===== src/rtl/ov_video_axis_bridge.sv =====
// Sensor vs/hs/de video to AXI4-Stream bridge (tuser=SOF, tlast=EOL).
// One-pixel hold stage for EOL look-ahead, FWFT FIFO for back-pressure.
module ov_video_axis_bridge #(
  parameter int DATA_W     = 24,
  parameter int H_ACTIVE   = 640,
  parameter int V_ACTIVE   = 480,
  parameter int FIFO_DEPTH = 16
) (
  input  logic              CLK_i,
  input  logic              rst_i,
  input  logic              vs_i,
  input  logic              hs_i,
  input  logic              de_i,
  input  logic [DATA_W-1:0] rgb_i,
  output logic [DATA_W-1:0] m_axis_tdata,
  output logic              m_axis_tvalid,
  input  logic              m_axis_tready,
  output logic              m_axis_tuser,
  output logic              m_axis_tlast,
  output logic              overflow_o,
  output logic              line_err_o,
  output logic [15:0]       frame_cnt_o
);

  localparam int AW = $clog2(FIFO_DEPTH);
  localparam logic [AW:0] DEPTH = (AW+1)'(FIFO_DEPTH);
  localparam logic [15:0] H16 = 16'(H_ACTIVE);
  localparam logic [15:0] V16 = 16'(V_ACTIVE);

  typedef enum logic [1:0] {
    WAIT_VS,
    ARMED,
    ACTIVE
  } state_t;

  state_t              state_q;
  logic                vs_q;
  logic                hold_vld_q;
  logic                hold_sof_q;
  logic [DATA_W-1:0]   hold_data_q;
  logic [DATA_W+1:0]   mem_q [FIFO_DEPTH];
  logic [AW-1:0]       wr_q;
  logic [AW-1:0]       rd_q;
  logic [AW:0]         cnt_q;
  logic [AW:0]         cnt_d;
  logic [15:0]         col_q;
  logic [15:0]         line_q;
  logic [15:0]         line_d;
  logic                ovf_q;
  logic                lerr_q;
  logic [15:0]         fcnt_q;

  logic vs_rise;
  logic pop;
  logic push_last;
  logic can_push;
  logic push;
  logic refuse;
  logic capture;
  logic [DATA_W+1:0] head;

  // hsync carries no information here; lines are framed by de_i
  logic unused_hs;
  assign unused_hs = hs_i;

  assign vs_rise   = vs_i & ~vs_q;
  assign m_axis_tvalid = (cnt_q != '0);
  assign pop       = m_axis_tvalid & m_axis_tready;
  assign push_last = ~de_i | vs_rise;
  assign can_push  = (cnt_q < DEPTH) | pop;
  assign push      = hold_vld_q & can_push;
  assign refuse    = hold_vld_q & ~can_push;
  assign capture   = de_i & ~vs_rise & ~refuse &
                     ((state_q == ARMED) | (state_q == ACTIVE));

  assign head         = mem_q[rd_q];
  assign m_axis_tdata = m_axis_tvalid ? head[DATA_W-1:0] : '0;
  assign m_axis_tlast = m_axis_tvalid & head[DATA_W];
  assign m_axis_tuser = m_axis_tvalid & head[DATA_W+1];

  assign overflow_o  = ovf_q;
  assign line_err_o  = lerr_q;
  assign frame_cnt_o = fcnt_q;

  always_comb begin
    cnt_d = cnt_q;
    if (push & ~pop) cnt_d = cnt_q + 1'b1;
    if (~push & pop) cnt_d = cnt_q - 1'b1;
    line_d = line_q + {15'd0, push & push_last};
  end

  always_ff @(posedge CLK_i) begin
    if (push) mem_q[wr_q] <= {hold_sof_q, push_last, hold_data_q};
  end

  always_ff @(posedge CLK_i) begin
    if (rst_i) begin
      state_q     <= WAIT_VS;
      vs_q        <= 1'b0;
      hold_vld_q  <= 1'b0;
      hold_sof_q  <= 1'b0;
      hold_data_q <= '0;
      wr_q        <= '0;
      rd_q        <= '0;
      cnt_q       <= '0;
      col_q       <= '0;
      line_q      <= '0;
      ovf_q       <= 1'b0;
      lerr_q      <= 1'b0;
      fcnt_q      <= '0;
    end else begin
      vs_q  <= vs_i;
      cnt_q <= cnt_d;
      if (push) wr_q <= wr_q + 1'b1;
      if (pop) rd_q <= rd_q + 1'b1;

      if (push) begin
        if (push_last) begin
          col_q  <= '0;
          line_q <= line_d;
          if (col_q + 16'd1 != H16) lerr_q <= 1'b1;
        end else begin
          col_q <= col_q + 16'd1;
        end
      end

      hold_vld_q <= capture;
      if (capture) begin
        hold_data_q <= rgb_i;
        hold_sof_q  <= (state_q == ARMED);
      end

      if (refuse) ovf_q <= 1'b1;

      unique case (state_q)
        WAIT_VS: if (vs_rise) state_q <= ARMED;
        ARMED:   if (capture) state_q <= ACTIVE;
        ACTIVE: begin
          if (refuse) begin
            state_q <= WAIT_VS;
          end else if (vs_rise) begin
            state_q <= ARMED;
            fcnt_q  <= fcnt_q + 16'd1;
            if (line_d != V16) lerr_q <= 1'b1;
          end
        end
        default: state_q <= WAIT_VS;
      endcase

      // frame boundary (or drop) restarts line bookkeeping
      if (vs_rise | refuse) begin
        col_q  <= '0;
        line_q <= '0;
      end
    end
  end

endmodule


===== config.mk =====
export PLATFORM = sky130hd
export DESIGN_NAME = ov_video_axis_bridge
export DESIGN_NICKNAME = d
export VERILOG_FILES = /design/src/rtl/ov_video_axis_bridge.sv
export SDC_FILE = /design/constraint.sdc
export NUM_CORES = 1
export LEC_CHECK = 0
export ABC_AREA = 1
export CORE_ASPECT_RATIO = 1.5
export CORE_MARGIN = 4
export CORE_UTILIZATION = 61
export DETAILED_ROUTE_END_ITERATION = 16
export PLACE_DENSITY_LB_ADDON = 0.15
export SYNTH_ARGS = -nofsm -noshare
export SYNTH_HDL_FRONTEND = slang
export SYNTH_SLANG_ARGS = --single-unit

===== constraint.sdc =====
create_clock -name CLK_i -period 3.5 [get_ports CLK_i]
set_input_delay 0.7 -clock CLK_i [delete_from_list [all_inputs] [get_ports CLK_i]]
set_output_delay 0.7 -clock CLK_i [all_outputs]
set_load 0.01 [all_outputs]

==> summary.txt <==
Placement
  • GPL Wtd Cong: 0.821
  • Detailed Place HPWL: between 20 and 30 mm
  • Port Buf Inserts: 73
  • Inst Count DP: roughly 2300

Die
  • I/O pin cnt: 75
  • Die width: 159 µm
  • Starting Density: 62.2%
  • Die ar.: 37300 µm²
  • Core area: between 30000 and 40000 µm²
  • Cell Rows: 82
  • Die H: 234 µm

Synth
  • Post-synth EDFFs: 416
  • Synthesized area: ~21000 µm²
  • Top-count cell post-synth: edfxtp_1
  • Ys async rst share: 0%
  • Synth Instances: 1822
  • Mapped Avg Cell Area: 11.4 µm²
  • Area leader, netlist: edfxtp_1
  • Main area contributors after synthesis: edfxtp_1 (60%), dfxtp_1 (9.2%), nor2_1 (6.5%), o21ai_0 (6.0%), o221ai_1 (3.4%)
  • Seq cells post-synth: slightly above 500
  • Yosys warning count: 0
  • Netlist cell types: 42
  • Synthesized Nets: about 1900
  • Synth Flop Type: edfxtp_1
  • Top cell type's share of synthesized area: 59.9%
  • Seq/Total Area, Yosys: 69.1%
  • Commonest cells post-synth: edfxtp_1 (416), nor2_1 (360), o21ai_0 (249)

Worst setup path
  • Worst-path cell chain: buf_12, clkinv_8, buf_16, o21ai_0, o22ai_1, nor2_1, nor2_1, o21ai_1, a21oi_1, clkdlybuf4s50_1
  • Crit path max fanout: 27
  • Worst path depth: 10
  • CP max stage delay: 0.58 ns
  • CP required: 2.80 ns
  • Crit end category: output port
  • Crit path DAT: 2.81 ns
  • FF-to-FF path depth: 13
  • WP buf/inv: 4
  • Slowest cell on crit path: clkdlybuf4s50_1
  • Setup crit start kind: flop
  • Critical path type: reg2out
  • Top delay family on crit path: buffers and inverters
  • Most used cell, CP: nor2_1

Power and ir drop
  • Share of power burned in registers: 41.5%
  • Logic pwr share: 26.2%
  • Leakage power: 8.39 nW
  • Pwr per Cell Area: 669 nW/µm²
  • Pint: 11.4 mW
  • Sw frac: between 30 and 40%
  • Total power: 16.3 mW
  • Maximum vdd ir drop: 0.461 mV
  • Proportion of power drawn by the clock network: 32.3%
  • Sw power: 4.93 mW

STA
  • Max-slew headroom: 49.2%
  • Fmax achieved: 285 MHz
  • Pins over their slew limit: 0
  • Period utilization: 100%
  • Crit path time final: 3.51 ns
  • Least-Margin Pin Slew: 0.761 ns
  • Final setup violation count: 1
  • Final hold vios: 0
  • Min setup slack post-route: -0.0105 ns
  • Fin Clk Skew: 0.0133 ns
  • RSZ-0062 raised after global routing: true

Route
  • Initial drt markers: between 1000 and 1500
  • 1st-pass router iterations: 7
  • DRC: 0
  • Vias: 14900
  • Detailed Route WL: between 50 and 60 mm
  • Antenna viol nets, final: 0
  • Via density per instance: 6.27
  • Drt wl/cell: 22.3 µm

Clock network
  • Root Buffer: clkbuf_16
  • CTS Hold Buffers Added: 0
  • Clock Latency Late Sink: 0.56 ns
  • CTS Buf Count: 47
  • CTS tree: built
  • Clk sink count: between 500 and 600
  • H-tree Lvls: 2
  • Clock Tree Buf Depth: 3
  • Clock slew at reported path FFs: 0.06 ns

Global route
  • Initial antenna violation count: 0
  • Global-route wire length before repair: roughly 80 mm
  • Gr ovfl total: 0
  • Largest net degree at the start of global routing: 79
  • Total GRT Usage: 27.5%
  • Vias in the first global route: 14800

Finish
  • Area Growth Syn to Fin: 17.2%
  • Cell Count, Final, Fillers Out: between 2000 and 2500
  • Nets: between 1500 and 2000
  • Antenna fix cells: 0
  • Layout cell share with drive strength beyond 1: under 10%

Job
  • Max_cap viols: 0

Outcome
  • Failing checks: setup timing
  • Status: finished, violations left

Worst hold path
  • Hold crit path type: reg2reg
  • Hold path cells: 1
==> worst reg2reg max path, stage by stage, from the launching register on <==
cell      delay, ns
dfxtp_1        0.33
inv_1          0.10
nand4_1        0.25
nand2_1        0.20
inv_1          0.10
ha_1           0.29
ha_1           0.36
nand2_1        0.09
nor2_1         0.04
a211oi_1       0.25
o21ai_0        0.12
a21oi_1        0.18
nand2_1        0.06
nor3b_1        0.13
==> logic make-up after synthesis <==
group / Yosys count / synth area share (%)
AO/OA/AOI/OAI: 472 / 13.2
XOR/XNOR: 5 / 0.210
buffers and inverters: 189 / 3.74
flip-flops: 512 / 69.1
AND/OR/NAND/NOR: 625 / 12.6
adder cells (fa/ha/maj): 19 / 1.18
==> metrics by stage <==
stage                     setup WS, ns  cell area (µm²)  hold slack (ns)   TNS, ns  utilization (%)
final                          -0.0105            24400            0.457   -0.0105             72.8
after global routing           -0.0548            24400            0.485    -0.126             72.8
after CTS                     -0.00991            24200            0.464  -0.00991             72.3
after detailed placement         0.191            22500            0.454         0             67.1
after global placement           0.243            22500            0.444         0             67.1
after floorplan                  0.475            20900            0.436         0                -
==> routing by layer <==
| layer | routed length [µm] | share of wire (%) | track usage (%) | up-vias |
|---|---|---|---|---|
| met5 | 0 | 0 | 0 | - |
| met4 | 1860 | 3.5 | 12.2 | 0 |
| met3 | 4170 | 7.9 | 3.80 | 139 |
| met2 | 27600 | 52 | 49.7 | 731 |
| met1 | 19200 | 36 | 33.2 | 7209 |
| li1 | - | - | - | 6772 |
==> what timing repair did <==
action                                  in CTS  in global routing
endpoints found under the setup margin      17                 20
setup buffers                                4                  4
pin swaps                                    0                  2
resized for setup                           12                 25
cloned                                       1                  3
==> cell type report <==
| type | instances | area [µm²] |
|---|---|---|
| fillers | 2198 | 9110 |
| inverters | 87 | 339 |
| flip-flops and latches | 512 | 14400 |
| clock buffers | 60 | 1310 |
| repair buffers | 144 | 1750 |
| multi-input cells | 1121 | 5810 |
| clock inverters | 26 | 292 |
| well taps | 420 | 526 |
==> layout by cell type, fill, tap and decap left out, types with 5 or more instances in the layout <==
master           count
a21oi_2              7
edfxtp_1           416
o21ai_1             27
clkinv_2             7
clkbuf_16           53
dfxtp_1             93
clkbuf_1             8
inv_2                5
nor2_2               6
nor3_1               6
a211oi_1             5
nor2_4              20
clkinv_1             8
ha_1                18
inv_1               80
dlymetal6s2s_1      10
clkdlybuf4s50_1     63
nand2_1            139
buf_12              20
buf_4               35
nand4_1             15
nand3_1             83
o221ai_1            80
o22ai_1             24
bufinv_16            6
buf_16               6
o21ai_0            248
nor2_1             344
a21oi_1             67
==> registers in the layout, indices dropped and copies added (netlist names), named ones only <==
register and count:
hold_vld_q 1, wr_q 4, mem_q 416, rd_q 4, vs_q 1, line_err_o 1, frame_cnt_o 16, hold_data_q 24
hold_sof_q 1, col_q 16, state_q 2, overflow_o 1, line_q 16, cnt_q 5
==> power by group through the flow <==
stage | Combinational [mW] | Clock, mW | Sequential (mW)
6_report | 4.29 | 5.28 | 6.78
5_1_grt | 4.62 | 5.53 | 6.79
4_1_cts | 4.04 | 5.32 | 6.80
3_5_place_dp | 3.86 | 0 | 6.94
3_3_place_gp | 3.73 | 0 | 6.93
2_1_floorplan | 2.30 | 0 | 6.86
==> final timing paths <==
path,to,from,slack [ns]
setup / recovery,m_axis_tdata[16],flop,-0.01
hold / removal,frame_cnt_o[15],frame_cnt_o[15],0.46
setup reg to reg,cnt_q[4],cnt_q[1],0.86
hold reg to reg,frame_cnt_o[15],frame_cnt_o[15],0.46
No activity file was read; power rests on OpenSTA's default activity.
